[config.mk]
export PLATFORM = sky130hd
export DESIGN_NAME = bomb_array_ctrl
export DESIGN_NICKNAME = d
export VERILOG_FILES = /design/src/rtl/bomb_array_ctrl.sv
export SDC_FILE = /design/constraint.sdc
export NUM_CORES = 1
export LEC_CHECK = 0
export BUFFER_PORTS_ARGS = -buffer_cell sky130_fd_sc_hd__buf_4
export CAP_MARGIN = 20
export CORE_MARGIN = 2
export CORE_UTILIZATION = 55
export DETAILED_ROUTE_END_ITERATION = 10
export HOLD_SLACK_MARGIN = 0.05
export PLACE_DENSITY = 0.75
export SKIP_CTS_REPAIR_TIMING = 1
export SYNTH_ARGS = -nofsm -noshare
export SYNTH_HDL_FRONTEND = slang
export SYNTH_SLANG_ARGS = --single-unit
export TNS_END_PERCENT = 5
[constraint.sdc]
create_clock -name Clk -period 6.5 [get_ports Clk]
set_input_delay 1.3 -clock Clk [delete_from_list [all_inputs] [get_ports Clk]]
set_output_delay 1.3 -clock Clk [all_outputs]
set_load 0.01 [all_outputs]
[src/rtl/bomb_array_ctrl.sv]
// Bomb slot array: frame-synchronised fuse/explosion timers with lowest-free-slot
// allocation, forced detonation and per-slot sprite status.
module bomb_array_ctrl #(
  parameter int NUM_BOMBS      = 4,
  parameter int CNT_W          = 8,
  parameter int FUSE_FRAMES    = 79,
  parameter int BLINK_FRAMES   = 5,
  parameter int EXPLODE_FRAMES = 10,
  localparam int SLOT_W        = (NUM_BOMBS > 1) ? $clog2(NUM_BOMBS) : 1,
  localparam int ACT_W         = $clog2(NUM_BOMBS + 1)
) (
  input  logic                 Clk,
  input  logic                 Reset,
  input  logic                 VGA_VS,
  input  logic                 place_req,
  input  logic [NUM_BOMBS-1:0] detonate,
  output logic                 place_ack,
  output logic [SLOT_W-1:0]    place_slot,
  output logic                 full,
  output logic [ACT_W-1:0]     active_count,
  output logic [NUM_BOMBS-1:0] bomb_placed,
  output logic [NUM_BOMBS-1:0] bomb_exploding,
  output logic [NUM_BOMBS-1:0] bomb_exploded,
  output logic [NUM_BOMBS-1:0] bomb_on
);

  typedef enum logic [1:0] {
    S_IDLE,
    S_FUSE,
    S_EXPLODE,
    S_DONE
  } slot_state_t;

  localparam logic [CNT_W-1:0] FUSE_CNT    = CNT_W'(FUSE_FRAMES);
  localparam logic [CNT_W-1:0] EXPLODE_CNT = CNT_W'(EXPLODE_FRAMES);
  localparam logic [CNT_W-1:0] VISIBLE_LT  = CNT_W'(FUSE_FRAMES - BLINK_FRAMES);

  function automatic logic [CNT_W-1:0] sat_dec(input logic [CNT_W-1:0] v);
    return (v == '0) ? '0 : v - CNT_W'(1);
  endfunction

  slot_state_t            state [NUM_BOMBS];
  logic [CNT_W-1:0]       cnt   [NUM_BOMBS];

  logic                   vs_p0, vs_p1, vs_p2;
  logic                   frame_tick;
  logic                   free_found;
  logic [SLOT_W-1:0]      free_idx;
  logic                   place_go;

  // Stage p0/p1: two-flop VS synchroniser; p2: history flop for edge detect.
  // Preset to 1 so a VS already high at reset release is not seen as an edge.
  always_ff @(posedge Clk or negedge Reset) begin
    if (!Reset) begin
      vs_p0 <= 1'b1;
      vs_p1 <= 1'b1;
      vs_p2 <= 1'b1;
    end else begin
      vs_p0 <= VGA_VS;
      vs_p1 <= vs_p0;
      vs_p2 <= vs_p1;
    end
  end

  assign frame_tick = vs_p1 & ~vs_p2;

  // Lowest-index IDLE slot wins; scanning downward lets the low index overwrite.
  always_comb begin
    free_found = 1'b0;
    free_idx   = '0;
    for (int i = NUM_BOMBS - 1; i >= 0; i--) begin
      if (state[i] == S_IDLE) begin
        free_found = 1'b1;
        free_idx   = SLOT_W'(i);
      end
    end
  end

  assign full     = ~free_found;
  assign place_go = place_req & free_found;

  // Slot FSMs and placement handshake, all registered.
  always_ff @(posedge Clk or negedge Reset) begin
    if (!Reset) begin
      place_ack  <= 1'b0;
      place_slot <= '0;
      for (int i = 0; i < NUM_BOMBS; i++) begin
        state[i] <= S_IDLE;
        cnt[i]   <= '0;
      end
    end else begin
      place_ack <= place_go;
      if (place_go) begin
        place_slot <= free_idx;
      end
      for (int i = 0; i < NUM_BOMBS; i++) begin
        case (state[i])
          S_IDLE: begin
            if (place_go && (free_idx == SLOT_W'(i))) begin
              state[i] <= S_FUSE;
              cnt[i]   <= FUSE_CNT;
            end
          end
          S_FUSE: begin
            // Forced detonation takes priority over a coincident frame tick.
            if (detonate[i] || (cnt[i] == '0)) begin
              state[i] <= S_EXPLODE;
              cnt[i]   <= EXPLODE_CNT;
            end else if (frame_tick) begin
              cnt[i] <= sat_dec(cnt[i]);
            end
          end
          S_EXPLODE: begin
            if (cnt[i] == '0) begin
              state[i] <= S_DONE;
            end else if (frame_tick) begin
              cnt[i] <= sat_dec(cnt[i]);
            end
          end
          S_DONE: begin
            state[i] <= S_IDLE;
          end
          default: begin
            state[i] <= S_IDLE;
            cnt[i]   <= '0;
          end
        endcase
      end
    end
  end

  // Status decode from registered slot state only.
  always_comb begin
    active_count   = '0;
    bomb_placed    = '0;
    bomb_exploding = '0;
    bomb_exploded  = '0;
    bomb_on        = '0;
    for (int i = 0; i < NUM_BOMBS; i++) begin
      if (state[i] != S_IDLE) begin
        active_count = active_count + ACT_W'(1);
      end
      bomb_placed[i]    = (state[i] == S_FUSE);
      bomb_exploding[i] = (state[i] == S_EXPLODE);
      bomb_exploded[i]  = (state[i] == S_DONE);
      bomb_on[i]        = ((state[i] == S_FUSE) && (cnt[i] < VISIBLE_LT)) ||
                          (state[i] == S_EXPLODE) || (state[i] == S_DONE);
    end
  end

endmodule
After elaboration in Yosys (flattened, before gate mapping)

Index checks and enable logic that the tools add are counted.

Add/subtract/negate cells: 7
$lt $le $gt $ge: 4
Equal/unequal tests: 39
Mux-type cells: 56
Bitwise gates (word level): 4
Reduce and logical (&&, ||, !) cells: 45

Operators with widths:

| cell                                                  | number |
|---|---|
| 2-to-1 mux 8 bit                                      | 24 |
| one-hot mux 8 bit (3 select lines)                    | 4 |
| logical NOT 8 bit                                     | 4 |
| < comparator 8 x 7 -> 1 bit, second input constant    | 4 |
| 2-to-1 mux 2 bit                                      | 16 |
| inequality test 2 x 1 -> 1 bit, second input constant | 16 |
| one-hot mux 2 bit (4 select lines)                    | 4 |
| subtractor 8 x 1 -> 8 bit, second input constant      | 4 |
| == test 2 bit, second input constant                  | 10 |
| AND reduction 5 bit                                   | 4 |
| logical OR 1 bit                                      | 12 |
| inequality test 3 x 1 -> 1 bit, second input constant | 4 |
| AND reduction 3 bit                                   | 4 |
| nonzero test 3 bit                                    | 4 |
| == test 2 x 1 -> 1 bit, second input constant         | 5 |
| logical NOT 2 bit                                     | 5 |
| 2-to-1 mux 3 bit                                      | 3 |
| logical AND 1 bit                                     | 8 |
| inequality test 2 bit, second input constant          | 4 |
| nonzero test 2 bit                                    | 4 |
| adder 3 x 1 -> 3 bit, second input constant           | 2 |
| 2-to-1 mux 1 bit                                      | 5 |
| adder 1 x 1 -> 2 bit, second input constant           | 1 |
| AND 1 bit                                             | 2 |
| NOT 1 bit                                             | 2 |

Register bits after elaboration: 46
Logic and storage cells: 168

Longest topological paths before layout

Gate-level depths: netlist of run 1.

Depth after elaboration: 9
Gate-level depth with buffers: 9
Gate-level depth less buffers: 9

Least setup slack after synthesis of run 1

No wires, ideal clock.

Path type: register -> output
Start: register state[4] in the netlist's numbering
End: output active_count[1]
Data arrival time: 1.856 ns
Required time: 5.200 ns
Setup slack: 3.344 ns
Stages on the path, launching flop included: 8
Path buffers: 0
Cell sequence: dfrtp_1 > inv_1 > ha_1 > inv_1 > ha_1 > xnor2_1 > ha_1 > mux2_2

Cells in the longest elaborated chain, start to end: 6

RTL lines:

| what                              | line | text |
|---|---|---|
| from (decl)                       | 42   | `slot_state_t state [NUM_BOMBS];` |
| from (signal, indexed assignment) | 88   | `state[i] <= S_IDLE;` |
| from (signal, indexed assignment) | 100  | `state[i] <= S_FUSE;` |
| from (signal, indexed assignment) | 107  | `state[i] <= S_EXPLODE;` |
| nonzero test 2 bit *              | 140  | `if (state[i] != S_IDLE) begin` |
| 2-to-1 mux 3 bit *                | 140  |  |
| adder 3 x 1 -> 3 bit              | 141  | `active_count = active_count + ACT_W'(1);` |
| 2-to-1 mux 3 bit *                | 140  |  |
| adder 3 x 1 -> 3 bit              | 141  |  |
| 2-to-1 mux 3 bit *                | 140  |  |
| to (decl)                         | 20   | `output logic [ACT_W-1:0] active_count,` |

Every way passes the cells marked *; elsewhere a longest branch is shown, timed or not.

Worst setup path after layout of run 1

Same ends and word-level chain as after synthesis.

==> metrics.txt, run 1 <==
power density of the placed cells=594 nW/µm²; clock root buffer=clkbuf_8; DRC violations left=0; placeable core area=5890 µm²; Post-Syn Area per Cell=8.43 µm²; fraction of the yosys area taken by sequential cells=34.7%; worst hold path cell count=0; smallest setup slack after layout=2.70 ns; Die Outline Area=6690 µm²; count of flip-flops with a built-in enable after synthesis=0; IO buf count=30; share of post-route cells with drive strength above 1=13.2%; Starting Density=56.6%; worst-path maximum fanout=8; cells on worst reg2reg path=7; worst vdd rail ir drop=0.466 mV; Pwr Total=2.23 mW; Final Hold Viols=0; unique cell type count in the Yosys netlist=64; number of setup violations in the final report=0; CTS tree=built; status=completed; overall global routing resource usage=25.8%; Sink Count=between 40 and 50; hold crit path type=reg -> reg; total count of max-transition violations in the final report=0; RePlAce Congestion=0.871; layout overhead on the synthesized area=12.8%; setup repair after global routing missed its margin=false; Reg clk slew, reported paths=0.09 ns; number of synthesized register bits=46; overall via count from detail_route=roughly 3100; share of flip-flops with an asynchronous set or reset after synthesis=100%; antenna-violating nets left=0; total number of nets in the final design=456; routed wire length=a little under 8000 µm; number of optimization iterations in the first detailed-route pass=4; worst-case headroom to the max-slew limit=37.7%; number of antenna violations at the first check in global routing=0; post-layout util=63.8%; startpoint types=register; arrival time reported for the critical path endpoint=2.50 ns; Post-DP HPWL=5720 µm; number of placement rows=28; global route total overflow=0; largest net degree at the start of global routing=47; commonest cells after routing, fill and taps aside=dfrtp_1 (43), o21ai_0 (34), nor2_1 (33); Worst-Skew Late Latency=around 0.31 ns; Antenna diodes=0; post-synthesis instance area=3330 µm²; post-route setup TNS=0 ns; first-pass GRT wire length=13700 µm; post-layout min period=3.80 ns; Leakage=roughly 1.6 nW; # IOs=31; die extent in x=~82 µm; fill count=526; endpoint kind of the worst setup timing path=primary output; Achievable Freq=0.263 GHz; Main synth FF type=dfrtp_1; area leader, netlist=dfrtp_1; Vias/cell=approximately 6.3; worst setup slack after placement=~3.0 ns; Worst Path Class, Setup=reg -> out; slew of the pin with the lowest slew margin=0.920 ns; synthesized netlist net count=roughly 430; max capacitance violation total=0; maximum level of the CTS H-tree=2; total CTS buffers=5; number of DRC markers after the initial detailed-route iteration=195; vertical extent of the die=81.8 µm; most common cell after layout, fill and taps aside=dfrtp_1; top post-synthesis cells by area=dfrtp_1 (32%), ha_1 (9.4%), o21ai_0 (5.1%); clock buffer depth=2; count of warnings emitted by yosys=0; Tcrit/Tclk final=58.4%; Post-Route Skew=between 0.006 and 0.007 ns; cell count after synthesis=395; post-detailed-route wirelength per cell=15.9 µm; number of global-route vias before repair=3053; CP required=5.20 ns; fraction of synthesized cell area taken by the top area cell type=32.3%
==> routing by layer <==
layer  GRT usage [%]  vias up  routed length [µm]
met5               0        -                   0
met4            8.83        0                  91
met3            4.84        8                 461
met2            42.0      112                3690
met1            34.4     1482                3670
li1                -     1517                   -
==> report_power, final <==
group | internal, mW | switching (mW) | leakage [nW]
Clock | 0.164 | 0.104 | 0.0714
Combinational | 0.615 | 0.832 | 0.977
Sequential | 0.397 | 0.117 | 0.559
Total | 1.18 | 1.05 | 1.61
==> flip-flops by register name (all words and copies together) (netlist names) <==
name	cells
vs_p2	1
vs_p0	1
place_slot	2
place_ack	1
vs_p1	1
cnt	32
state	8
==> worst max-delay path, cell delays in order, from the launching register on <==
cell and delay [ns]:
dfrtp_1 0.42, inv_1 0.09, ha_1 0.30, inv_1 0.13
ha_1 0.34, xnor2_1 0.22, ha_1 0.27, mux2_2 0.27
buf_4 0.14
==> kinds of logic after synthesis <==
logic type               Yosys count  synth area share, %
multiplexers                       6                 1.99
buffers and inverters             39                 4.47
AO/OA/AOI/OAI                    135                 26.1
AND/OR/NAND/NOR                  141                 22.6
flip-flops                        46                 34.7
adder cells (fa/ha/maj)           25                 9.39
XOR/XNOR                           3                0.789
==> path summary, 6_finish.rpt <==
| kind | slack, ns | endpoint | start |
|---|---|---|---|
| min in group asynchronous | 0.98 | cnt[23] | Reset |
| setup / recovery | 2.70 | active_count[1] | state[4] |
| hold reg to reg | 0.37 | vs_p1 | vs_p0 |
| hold / removal | 0.37 | vs_p1 | vs_p0 |
| max in group asynchronous | 5.10 | cnt[19] | Reset |
| setup reg to reg | 4.02 | cnt[5] | state[4] |
==> stage by stage <==
stage | cells | area, µm² | hold WS [ns]
finish | 499 | 3750 | 0.371
global route | 499 | 3750 | 0.376
CTS | 499 | 3750 | 0.375
detailed placement | 491 | 3610 | 0.356
global placement | 491 | 3610 | 0.352
floorplan | 395 | 3330 | 0.345
==> cells in the mapped netlist (3+ instances only) <==
library cell / instances
clkbuf_1: 7
a21oi_1: 20
a211oi_1: 4
mux2_2: 3
o31ai_1: 6
xnor2_1: 3
dfstp_2: 3
or3b_2: 3
inv_1: 30
o22ai_1: 3
o21ai_0: 34
dfrtp_1: 43
or4_1: 7
nor4_1: 7
nor2_1: 33
nand2b_1: 7
o21a_1: 6
nand4_1: 5
nand3_1: 10
nor3b_1: 4
o21ai_1: 23
ha_1: 25
nor3_1: 14
nand2_1: 30
a21o_1: 3
a31oi_1: 6
nor2b_1: 6
==> layout make-up <==
class	count	area (µm²)	share of cell area (%)
Clock buffer	6	82.6	2.20
Timing Repair Buffer	30	225	6.00
Clock inverter	2	60.1	1.60
Sequential cell	46	1150	30.8
Multi-Input combinational cell	310	2030	53.9
Inverter	30	113	3.00
Tap cell	75	93.8	2.50
Power figures use the tool's default switching activity.
==> run 2: changes to the inputs <==
==> constraint.sdc (replaced) <==
create_clock -name Clk -period 3.85 [get_ports Clk]
set_input_delay 0.77 -clock Clk [delete_from_list [all_inputs] [get_ports Clk]]
set_output_delay 0.77 -clock Clk [all_outputs]
set_load 0.01 [all_outputs]
==> metrics.txt, run 2 (synthesis gave the netlist of run 1 again) <==
status=completed; worst-path maximum fanout=8 (unchanged); slew of the pin with the lowest slew margin=0.934 ns (+0.0135 ns); CP required=3.08 ns (-2.12 ns); Worst Path Class, Setup=reg -> out; number of global-route vias before repair=2925 (-4.2%); number of antenna violations at the first check in global routing=0 (unchanged); routed wire length=7870 µm (-0.56%); post-route worst hold slack=0.371 ns (-0.000319 ns); smallest setup slack after layout=0.598 ns (-2.11 ns); Worst-Skew Late Latency=0.30 ns (about the same); layout overhead on the synthesized area=13.0%; overall global routing resource usage=25.5% (-0.28 points); final cell count without fillers=500 (+0.20%); setup repair after global routing missed its margin=false; clock root buffer=clkbuf_8; first-pass GRT wire length=13500 µm (-1.6%); placeable core area=5890 µm² (unchanged); Reg clk slew, reported paths=0.09 ns (about the same); worst setup slack after placement=0.929 ns (-2.11 ns); Starting Density=56.6% (unchanged); power density of the placed cells=998 nW/µm² (+68%); post-layout util=63.9% (+0.13 points); hold crit path type=reg -> reg; largest net degree at the start of global routing=47 (unchanged); overall via count from detail_route=3115 (-0.13%); clock buffer depth=2 (unchanged); Sink Count=46 (unchanged); arrival time reported for the critical path endpoint=2.48 ns (-0.02 ns); total count of max-transition violations in the final report=0 (unchanged); number of DRC markers after the initial detailed-route iteration=273 (+40%); commonest cells after routing, fill and taps aside=dfrtp_1 (43), o21ai_0 (34), nor2_1 (33), buf_4 (31); IO buf count=30 (unchanged); Antenna diodes=0 (unchanged); Design Area, Final=3760 µm² (+0.20%); max capacitance violation total=0 (unchanged); DRC violations left=0 (unchanged); setup slack on the worst flop-to-flop path=1.29 ns (-2.73 ns); vertical extent of the die=81.8 µm (unchanged); number of placement rows=28 (unchanged); cell class contributing the biggest share of worst-path delay=adder cells; share of post-route cells with drive strength above 1=13.4% (+0.20 points); most common cell after layout, fill and taps aside=dfrtp_1; global route total overflow=0 (unchanged); total number of nets in the final design=457 (+0.22%); number of buffer and inverter stages on the critical path=3 (unchanged); # IOs=31 (unchanged); worst-case headroom to the max-slew limit=36.8% (-0.91 points); Tcrit/Tclk final=a little over four fifths; Pwr Total=3.76 mW (+69%); critical path's slowest cell=dfrtp_1; Vias/cell=6.23 (-0.33%); CP dominant cell by count=ha_1; startpoint types=register; endpoint kind of the worst setup timing path=primary output; Final Hold Viols=0 (unchanged); standard cell area after detailed placement=3620 µm² (+0.21%); worst path cell trace=inv_1, ha_1, inv_1, ha_1, xnor2_1, ha_1, mux2_2, buf_4; Achievable Freq=0.308 GHz; RePlAce Congestion=0.872 (about the same); largest incremental delay on the critical path=0.42 ns (about the same); antenna-violating nets left=0 (unchanged); largest registers=cnt (32), state (8), place_slot (2); Post-DP HPWL=5710 µm (-0.19%); number of flip-flops in the largest register=32 (unchanged); Leakage=1.61 nW (+0.32%); CTS tree=built; die extent in x=81.8 µm (unchanged); maximum level of the CTS H-tree=2 (unchanged); number of setup violations in the final report=0 (unchanged); register name with the most flops=cnt; post-layout min period=3.25 ns; total CTS buffers=5 (unchanged); post-detailed-route wirelength per cell=15.7 µm (-0.75%); worst vdd rail ir drop=0.615 mV (+32%); Post-Route Skew=0.0102 ns (+0.00394 ns); Die Outline Area=6690 µm² (unchanged); number of optimization iterations in the first detailed-route pass=5 (+1); post-route setup TNS=0 ns (unchanged); placed instance count=492 (+0.20%)
run 2: where the power goes:
group          internal [mW]  switching, mW  total, mW
clock                  0.277          0.171      0.448
sequential             0.671          0.202      0.873
combinational           1.04           1.40       2.43
total                   1.99           1.77       3.76
run 2: worst paths after layout:
kind,from,to,depth (start not counted)
max,state[5],active_count[1],8
min,vs_p0,vs_p1,0
max reg2reg,state[6],cnt[5],7
min reg2reg,vs_p0,vs_p1,0
max in group asynchronous,Reset,state[0],1
min in group asynchronous,Reset,cnt[23],1
run 2: final cells by class:
class                      instances  area [µm²]
clock inverter                     2        60.1
clock buffer                       6        82.6
multi-input combinational        310        2030
sequential                        46        1150
inverter                          30         113
tap                               75        93.8
timing repair buffer              31         233
fill                             515        2120
run 2: layer usage:
metal	share of wire (%)	GRT usage [%]	up-vias
met5	0	0	-
met4	1.1	6.83	0
met3	5.0	4.51	10
met2	47	41.6	96
met1	47	35.0	1489
li1	-	-	1520
run 2: worst reg2reg max path, delay by kind of cell (launching register included):
| family | cells | cell delay (ns) |
|---|---|---|
| flip-flops | 1 | 0.44 |
| buffers and inverters | 1 | 0.09 |
| AO/OA/AOI/OAI | 3 | 0.92 |
| adder cells (fa/ha/maj) | 1 | 0.28 |
| AND/OR/NAND/NOR | 2 | 0.76 |
